File: config.mk
export PLATFORM = sky130hd
export DESIGN_NAME = quad_decoder
export DESIGN_NICKNAME = d
export VERILOG_FILES = /design/src/rtl/quad_decoder.sv
export SDC_FILE = /design/constraint.sdc
export NUM_CORES = 1
export LEC_CHECK = 0
export ABC_AREA = 1
export CAP_MARGIN = 20
export CORE_MARGIN = 2
export CORE_UTILIZATION = 55
export DETAILED_ROUTE_END_ITERATION = 8
export GPL_ROUTABILITY_DRIVEN = 0
export GPL_TIMING_DRIVEN = 0
export MAX_ROUTING_LAYER = met4
export PLACE_DENSITY = 0.79
export SYNTH_ARGS = -nofsm -noshare
export SYNTH_HDL_FRONTEND = slang
export SYNTH_HIERARCHICAL = 1
export SYNTH_SLANG_ARGS = --single-unit
File: constraint.sdc
create_clock -name clk_i -period 4.2 [get_ports clk_i]
set_input_delay 1.05 -clock clk_i [delete_from_list [all_inputs] [get_ports clk_i]]
set_output_delay 1.05 -clock clk_i [all_outputs]
set_load 0.02 [all_outputs]
File: src/rtl/quad_decoder.sv
// A/B quadrature decoder: 2-FF resync, optional stability filter (QDEC_FILTER_EN),
// x4 decode into a signed 32-bit position with preset and a sticky illegal-transition flag.

module qdec_chan
`ifdef QDEC_FILTER_EN
#(
   parameter int FILTER_LEN = 4
)
`endif
(
   input  logic clk_i,
   input  logic reset_n_i,
   input  logic i_raw,
   output logic o_val
);

   logic [1:0] r_sync;

   always_ff @(posedge clk_i or negedge reset_n_i) begin
      if (!reset_n_i) r_sync <= '0;
      else            r_sync <= {r_sync[0], i_raw};
   end

`ifdef QDEC_FILTER_EN
   logic [3:0] r_cnt;
   logic       r_filt;

   // Counts consecutive cycles the synchronised input disagrees with the
   // accepted level; a run shorter than FILTER_LEN never gets through.
   always_ff @(posedge clk_i or negedge reset_n_i) begin
      if (!reset_n_i) begin
         r_cnt  <= '0;
         r_filt <= 1'b0;
      end else if (r_sync[1] == r_filt) begin
         r_cnt  <= '0;
      end else if (r_cnt == 4'(FILTER_LEN - 1)) begin
         r_filt <= r_sync[1];
         r_cnt  <= '0;
      end else begin
         r_cnt  <= r_cnt + 4'd1;
      end
   end

   assign o_val = r_filt;
`else
   assign o_val = r_sync[1];
`endif

endmodule

module quad_decoder #(
   parameter int FILTER_LEN = 4
) (
   input  logic        clk_i,
   input  logic        reset_n_i,
   input  logic        a_i,
   input  logic        b_i,
   input  logic        enable_i,
   input  logic [31:0] setp_val_i,
   input  logic        setp_wstb_i,
   input  logic        err_clr_i,
   output logic [31:0] posn_o,
   output logic        dir_o,
   output logic        step_o,
   output logic        err_o
);

`ifdef QDEC_FILTER_EN
   localparam bit FILT_EN = 1'b1;
`else
   localparam bit FILT_EN = 1'b0;
`endif
   localparam int FLT_STAGES = FILT_EN ? FILTER_LEN : 0;
   // Priming waits until the post-reset input level has crossed the
   // synchroniser (and filter), so a non-00 level at release is not a step.
   localparam int SETTLE     = 2 + FLT_STAGES;

   typedef enum logic {
      UNPRIMED = 1'b0,
      RUN      = 1'b1
   } state_t;

   state_t      r_state, w_state_nxt;
   logic [4:0]  r_settle;
   logic [1:0]  r_prev;
   logic [31:0] r_posn;
   logic        r_dir, r_step, r_err;

   logic [1:0]  w_raw, w_cur, w_delta;
   logic        w_load_prev, w_valid, w_up, w_illegal;

   assign w_raw = {a_i, b_i};

   genvar g;
   generate
      for (g = 0; g < 2; g++) begin : g_chan
`ifdef QDEC_FILTER_EN
         qdec_chan #(.FILTER_LEN(FILTER_LEN)) u_chan (
            .clk_i     (clk_i),
            .reset_n_i (reset_n_i),
            .i_raw     (w_raw[g]),
            .o_val     (w_cur[g])
         );
`else
         qdec_chan u_chan (
            .clk_i     (clk_i),
            .reset_n_i (reset_n_i),
            .i_raw     (w_raw[g]),
            .o_val     (w_cur[g])
         );
`endif
      end
   endgenerate

   // Position of an {A,B} code along the forward cycle 00,10,11,01.
   function automatic logic [1:0] phase_idx(input logic [1:0] ab);
      case (ab)
         2'b00:   phase_idx = 2'd0;
         2'b10:   phase_idx = 2'd1;
         2'b11:   phase_idx = 2'd2;
         default: phase_idx = 2'd3;
      endcase
   endfunction

   // Mod-4 phase distance: 1 = forward, 3 = reverse, 2 = both bits flipped.
   assign w_delta = phase_idx(w_cur) - phase_idx(r_prev);

   always_ff @(posedge clk_i or negedge reset_n_i) begin
      if (!reset_n_i) begin
         r_state  <= UNPRIMED;
         r_settle <= '0;
      end else begin
         r_state <= w_state_nxt;
         if (r_state == UNPRIMED && r_settle != 5'(SETTLE))
            r_settle <= r_settle + 5'd1;
      end
   end

   always_comb begin
      w_state_nxt = r_state;
      w_load_prev = 1'b0;
      w_valid     = 1'b0;
      w_up        = 1'b0;
      w_illegal   = 1'b0;
      case (r_state)
         UNPRIMED: begin
            if (r_settle == 5'(SETTLE)) begin
               w_load_prev = 1'b1;
               w_state_nxt = RUN;
            end
         end
         RUN: begin
            w_load_prev = 1'b1;
            case (w_delta)
               2'd1: begin
                  w_valid = 1'b1;
                  w_up    = 1'b1;
               end
               2'd3:    w_valid   = 1'b1;
               2'd2:    w_illegal = 1'b1;
               default: ;
            endcase
         end
         default: w_state_nxt = UNPRIMED;
      endcase
   end

   always_ff @(posedge clk_i or negedge reset_n_i) begin
      if (!reset_n_i) begin
         r_prev <= 2'b00;
         r_posn <= '0;
         r_dir  <= 1'b0;
         r_step <= 1'b0;
         r_err  <= 1'b0;
      end else begin
         r_step <= 1'b0;
         if (w_load_prev) r_prev <= w_cur;
         if (w_valid && enable_i) begin
            r_step <= 1'b1;
            r_dir  <= w_up;
            r_posn <= w_up ? r_posn + 32'd1 : r_posn - 32'd1;
         end
         // Preset overrides any count in the same cycle.
         if (setp_wstb_i) r_posn <= setp_val_i;
         if (w_illegal)      r_err <= 1'b1;
         else if (err_clr_i) r_err <= 1'b0;
      end
   end

   assign posn_o = r_posn;
   assign dir_o  = r_dir;
   assign step_o = r_step;
   assign err_o  = r_err;

endmodule
=== Word-level counts from Yosys, hierarchy flattened ===
Index checks and enable logic that the tools add are counted.

* Register bits: 47
* Input port bits: 39
* Output and inout port bits: 35

* Add/subtract/negate cells: 4
* Equality and inequality tests: 9
* Multiplexer cells: 17
* Bitwise operators: 1
* Reduce and logical (&&, ||, !) cells: 7

{| class="wikitable"
|+ Operators with widths
! kind !! count
|-
| 32-bit two-way mux || 3
|-
| 32-bit by 1-bit adder with 32-bit output (second input constant) || 1
|-
| 32-bit by 1-bit subtractor with 32-bit output (second input constant) || 1
|-
| 2-bit equality test (second input constant) || 6
|-
| 2-bit one-hot mux with 3 select lines || 2
|-
| 1-bit two-way mux || 11
|-
| 5-bit by 1-bit adder with 5-bit output (second input constant) || 1
|-
| 5-bit by 2-bit equality test with 1-bit output (second input constant) || 1
|-
| 5-bit by 2-bit != test with 1-bit output (second input constant) || 1
|-
| 2-bit logical NOT || 2
|-
| 2-bit nonzero test || 2
|-
| 2-bit by 1-bit equality test with 1-bit output (second input constant) || 1
|-
| 1-bit logical AND || 2
|-
| 1-bit one-hot mux with 2 select lines || 1
|-
| 2-bit OR reduction || 1
|-
| 2-bit subtractor || 1
|-
| 1-bit NOT || 1
|}

=== Depth between registers and ports, before layout ===
* Depth after elaboration: 10
* Gate-level depth with buffers: 23

=== Hierarchy ===
The synthesis kept the hierarchy.

{| class="wikitable"
|+ Modules (own cells, without submodules)
! module !! times used !! cells each !! area an instance (µm²) !! seq. area each (µm²)
|-
| quad_decoder || 1 || 720 || 4430.5 || 1076.0
|-
| qdec_chan || 2 || 2 || 50.0 || 50.0
|}

=== Worst setup path before layout ===
Ideal clock, no wire load.

* Path kind: reg2reg
* From: reg g_chan[0].u_chan.r_sync[1]
* To: reg r_posn[29] (netlist: posn_o[29])
* Setup time: 117 ps
* Data arrival time: 3353 ps
* Setup slack: 729 ps
* Stages on the path, launching flop included: 15
* Period minus slack after synthesis: 3471 ps
* Cell sequence: dfrtp_1 -> ha_1 -> ha_1 -> nor2_4 -> nand3_1 -> ha_1 -> or2_1 -> nand3_1 -> nand2_1 -> nand2_1 -> nand2_2 -> nand2_1 -> nand3_1 -> nand3_1 -> nand2_1

* Word-level cells in the longest chain between the ends: 9
* Elaborated cells between the ends (all ways): 17
* Classes of those cells: 1 x add/sub; 4 x eq/ne; 8 x mux; 4 x reduce/logical

{| class="wikitable"
|+ Ends and longest elaborated chain
! element !! RTL line !! source
|-
| start, declared || 17 || <nowiki>logic [1:0] r_sync;</nowiki>
|-
| start signal, assigned || 21 || <nowiki>else r_sync <= {r_sync[0], i_raw};</nowiki>
|-
| 2-bit equality test or 2-bit logical NOT (tied branches) || 117 || <nowiki>case (ab)</nowiki>
|-
| 2-bit one-hot mux with 3 select lines (*) || 117 ||
|-
| 2-bit subtractor (*) || 126 || <nowiki>assign w_delta = phase_idx(w_cur) - phase_idx(r_prev);</nowiki>
|-
| 2-bit by 1-bit equality test with 1-bit output or 2-bit equality test (tied branches) || 154 || <nowiki>case (w_delta)</nowiki>
|-
| 1-bit two-way mux or 2-bit OR reduction (tied branches) || - ||
|-
| 1-bit two-way mux, on equally long branches || 145, 154 ||
|-
| 32-bit two-way mux or 1-bit two-way mux (tied branches) || 181, 145 ||
|-
| 32-bit two-way mux or 1-bit logical AND (tied branches) || 178 || <nowiki>if (w_valid && enable_i) begin</nowiki>
|-
| 32-bit two-way mux or 2-bit nonzero test (tied branches) || - ||
|-
| end signal, assigned || 181 || <nowiki>r_posn <= w_up ? r_posn + 32'd1 : r_posn - 32'd1;</nowiki>
|-
| end signal, assigned || 184 || <nowiki>if (setp_wstb_i) r_posn <= setp_val_i;</nowiki>
|-
| end, declared || 86 || <nowiki>logic [31:0] r_posn;</nowiki>
|}

Mark *: on every way between the ends. The rest lies on a longest branch, timed or not. The select of a mux whose other input is x is not followed.
A chain may end at the register's enable or synchronous reset.

=== Final worst setup path ===
* From: reg g_chan[0].u_chan.r_sync[1]
* To: reg r_posn[28] (netlist: posn_o[28])

The elaborated chain is that of the path after synthesis.

==> impl_metrics.json <==
{
  "die_h_um": 94.8,
  "synth_edf_count": 0,
  "slew_viol_final": 0,
  "crit_path_start_kind": "flip-flop",
  "cts_root_buf": "clkbuf_8",
  "cts_made_buffers": 5,
  "port_buffers": 72,
  "htreeDepth": 2,
  "antenna_found_initial": 0,
  "area_growth_pct": 21.4,
  "synth_nets": 804,
  "seq_area_frac_synth": 0.260,
  "grt_max_degree": 36,
  "drive_gt1_frac": 0.0460,
  "reg2reg_to": "posn_o[28]$_DFFE_PN0P_",
  "timing.rr.start": "g_chan[0].u_chan/r_sync[1]$_DFF_PN0_",
  "initialDrtViolationCount": 247,
  "critPathRequiredTime_ns": 4.41,
  "maxSlewHeadroom": 0.414,
  "power_leakage_nw": 3.13,
  "tns_ns": 0,
  "dr_total_vias": 4659,
  "layout.nets": 884,
  "cts_tree": "done",
  "setup_viol": 0,
  "pwr-share-comb": 0.673,
  "grt_overflow": 0,
  "worstPathArrival_ns": 4.00,
  "wl_um": 11500,
  "status": "finished, final reports clean",
  "power.switching_mw": 1.42,
  "grtUsageTotal": 0.280,
  "dr.pass1.iters": 6,
  "hold_class": "flip-flop to flip-flop",
  "clk_pin_slew_worst_paths_ns": 0.10,
  "final_cell_mix": "nand2_1 (277), inv_1 (143), clkdlybuf4s50_1 (71)",
  "die-area_mm2": 0.00898,
  "ir_drop_mv": 0.275,
  "netlist_area_mm2": 0.00453,
  "fill_cells": 769,
  "ant_nets": 0,
  "power_density_mw_per_mm2": 506,
  "p_clk_frac": 0.111,
  "placementRows": 33,
  "grt_pass1_vias": 4352,
  "coreArea_mm2": 0.00809,
  "holdCritStartpoint": "g_chan[0].u_chan/r_sync[0]$_DFF_PN0_",
  "sw_frac_of_total": 0.509,
  "io_pins": 74,
  "cts_setup_buffers": 0,
  "grt_pass1_wl_um": 19500,
  "yosys.cell_types.count": 30,
  "drv_cap": 0,
  "reg2regPathDepth": 13,
  "fin_util": 0.679,
  "hold_viol_final": 0,
  "yosysWarnings": 6,
  "post_cts_resized": 0,
  "critPathMaxFanout": 35,
  "startpoint": "g_chan[0].u_chan/r_sync[1]$_DFF_PN0_",
  "start_util": 0.560,
  "syn_area_per_cell_um2": 6.26,
  "drc": 0,
  "holdPathStages": 0,
  "end_kind": "flip-flop",
  "crit_type": "flip-flop to flip-flop",
  "cts.path.max_buffers": 2,
  "cts_hold_buffers": 0,
  "hpwl_um": 9180,
  "vias_per_cell": 5.12,
  "netlist_instances": 724,
  "layout_commonest_cell": "nand2_1",
  "hold_end": "g_chan[0].u_chan/r_sync[1]$_DFF_PN0_",
  "antenna_cells": 0,
  "skew_ns": 0.00923,
  "ys_async_sr_fraction": 1.00,
  "ff2ff_setup_slack_ns": 0.41,
  "cts_num_sinks": 47,
  "die_w_um": 94.8,
  "worstMarginPinSlew_ns": 0.878,
  "seqPwrFrac": 0.215,
  "period_share": 0.902,
  "synth-main-ff-cell": "dfrtp_1",
  "ys_ff_latch": 47,
  "clock_latency_ns": 0.32,
  "routedWlPerCell_um": 12.7,
  "fmax_mhz": 264,
  "period_minus_slack_ns": 3.79,
  "internal_power_mw": 1.37,
  "rsz0062_at_grt": "false"
}
==> critical path, cell delays in order (launching register included) <==
cell and delay, ns:
dfrtp_1 0.43, ha_1 0.32, ha_1 0.34, nor2_4 0.16
nand3_2 0.69, ha_1 0.67, nand2_1 0.09, nand2_1 0.07
a21oi_1 0.24, nand3_1 0.24, nand2_1 0.19, nand3_1 0.09
nand3_1 0.09, nand2_1 0.05
==> kinds of logic after synthesis <==
logic type      share of synthesized area
xor+xnor                           0.0290
mux                               0.00249
compound gates                     0.0972
simple gates                        0.363
buf+inv                             0.134
flops                               0.260
fa+ha+maj                           0.115
==> state kept, by name (all words and copies together) (netlist names) <==
register              flops
r_state                   1
err_o                     1
step_o                    1
g_chan.u_chan/r_sync      4
r_prev                    2
posn_o                   32
dir_o                     1
r_settle                  5
==> area by class of cell <==
| cell class | count | area (um^2) | area share |
|---|---|---|---|
| Buffer | 9 | 57.6 | 0.0105 |
| Clock buffer | 5 | 68.8 | 0.0125 |
| Clock inverter | 3 | 27.5 | 0.00501 |
| Inverter | 146 | 548 | 0.0997 |
| Multi-Input combinational cell | 522 | 2750 | 0.501 |
| Sequential cell | 47 | 1180 | 0.214 |
| Tap cell | 105 | 131 | 0.0239 |
| Timing Repair Buffer | 73 | 736 | 0.134 |
==> through the flow <==
stage          power (mW)  cell area [um^2]  hold WS, ns  instances  setup slack [ns]
6_report             2.78              5500        0.361        910             0.410
2_1_floorplan        1.93              4530        0.331        724             0.729
3_5_place_dp         2.45              5400        0.340        902             0.470
3_3_place_gp         2.41              5380        0.333        901            -0.119
5_1_grt              3.06              5500        0.372        910            0.0747
4_1_cts              2.77              5500        0.364        910             0.452
==> synthesized netlist by cell type, drive strengths merged (3+ instances only) <==
| master | count | area share |
|---|---|---|
| nor3 | 3 | 0.0033 |
| o211ai | 10 | 0.017 |
| xor2 | 6 | 0.012 |
| nand2 | 286 | 0.24 |
| ha | 40 | 0.11 |
| nor2 | 48 | 0.044 |
| nand4 | 4 | 0.0055 |
| inv | 146 | 0.12 |
| o21bai | 6 | 0.0099 |
| nand3 | 55 | 0.062 |
| a22o | 15 | 0.029 |
| nand3b | 3 | 0.0050 |
| buf | 7 | 0.011 |
| dfrtp | 47 | 0.26 |
| xnor2 | 9 | 0.017 |
| o21ai | 10 | 0.011 |
| a21oi | 22 | 0.024 |
==> metal layers <==
layer	routed length, um	vias up	share of wire	global-route usage
met1	5430	2082	0.47	0.374
li1	-	2398	-	-
met3	658	21	0.057	0.0327
met4	242	0	0.021	0.0882
met2	5210	158	0.45	0.447
met5	0	-	0	-
==> worst max path at each step <==
stage	end	slack, ns	cells after the start
6_report	posn_o[28]$_DFFE_PN0P_	0.41	13
5_1_grt	posn_o[19]$_DFFE_PN0P_	0.07	21
4_1_cts	posn_o[28]$_DFFE_PN0P_	0.45	13
3_5_place_dp	posn_o[28]$_DFFE_PN0P_	0.47	15
3_3_place_gp	posn_o[28]$_DFFE_PN0P_	-0.12	13
2_1_floorplan	posn_o[29]$_DFFE_PN0P_	0.73	14
==> power by group through the flow <==
stage | logic (mW) | registers (mW) | clock network, mW
6_report | 1.87 | 0.599 | 0.310
3_5_place_dp | 1.84 | 0.607 | 0
2_1_floorplan | 1.25 | 0.686 | 0
3_3_place_gp | 1.81 | 0.604 | 0
4_1_cts | 1.85 | 0.599 | 0.321
5_1_grt | 2.12 | 0.610 | 0.334
No activity file was read; power rests on OpenSTA's default activity.
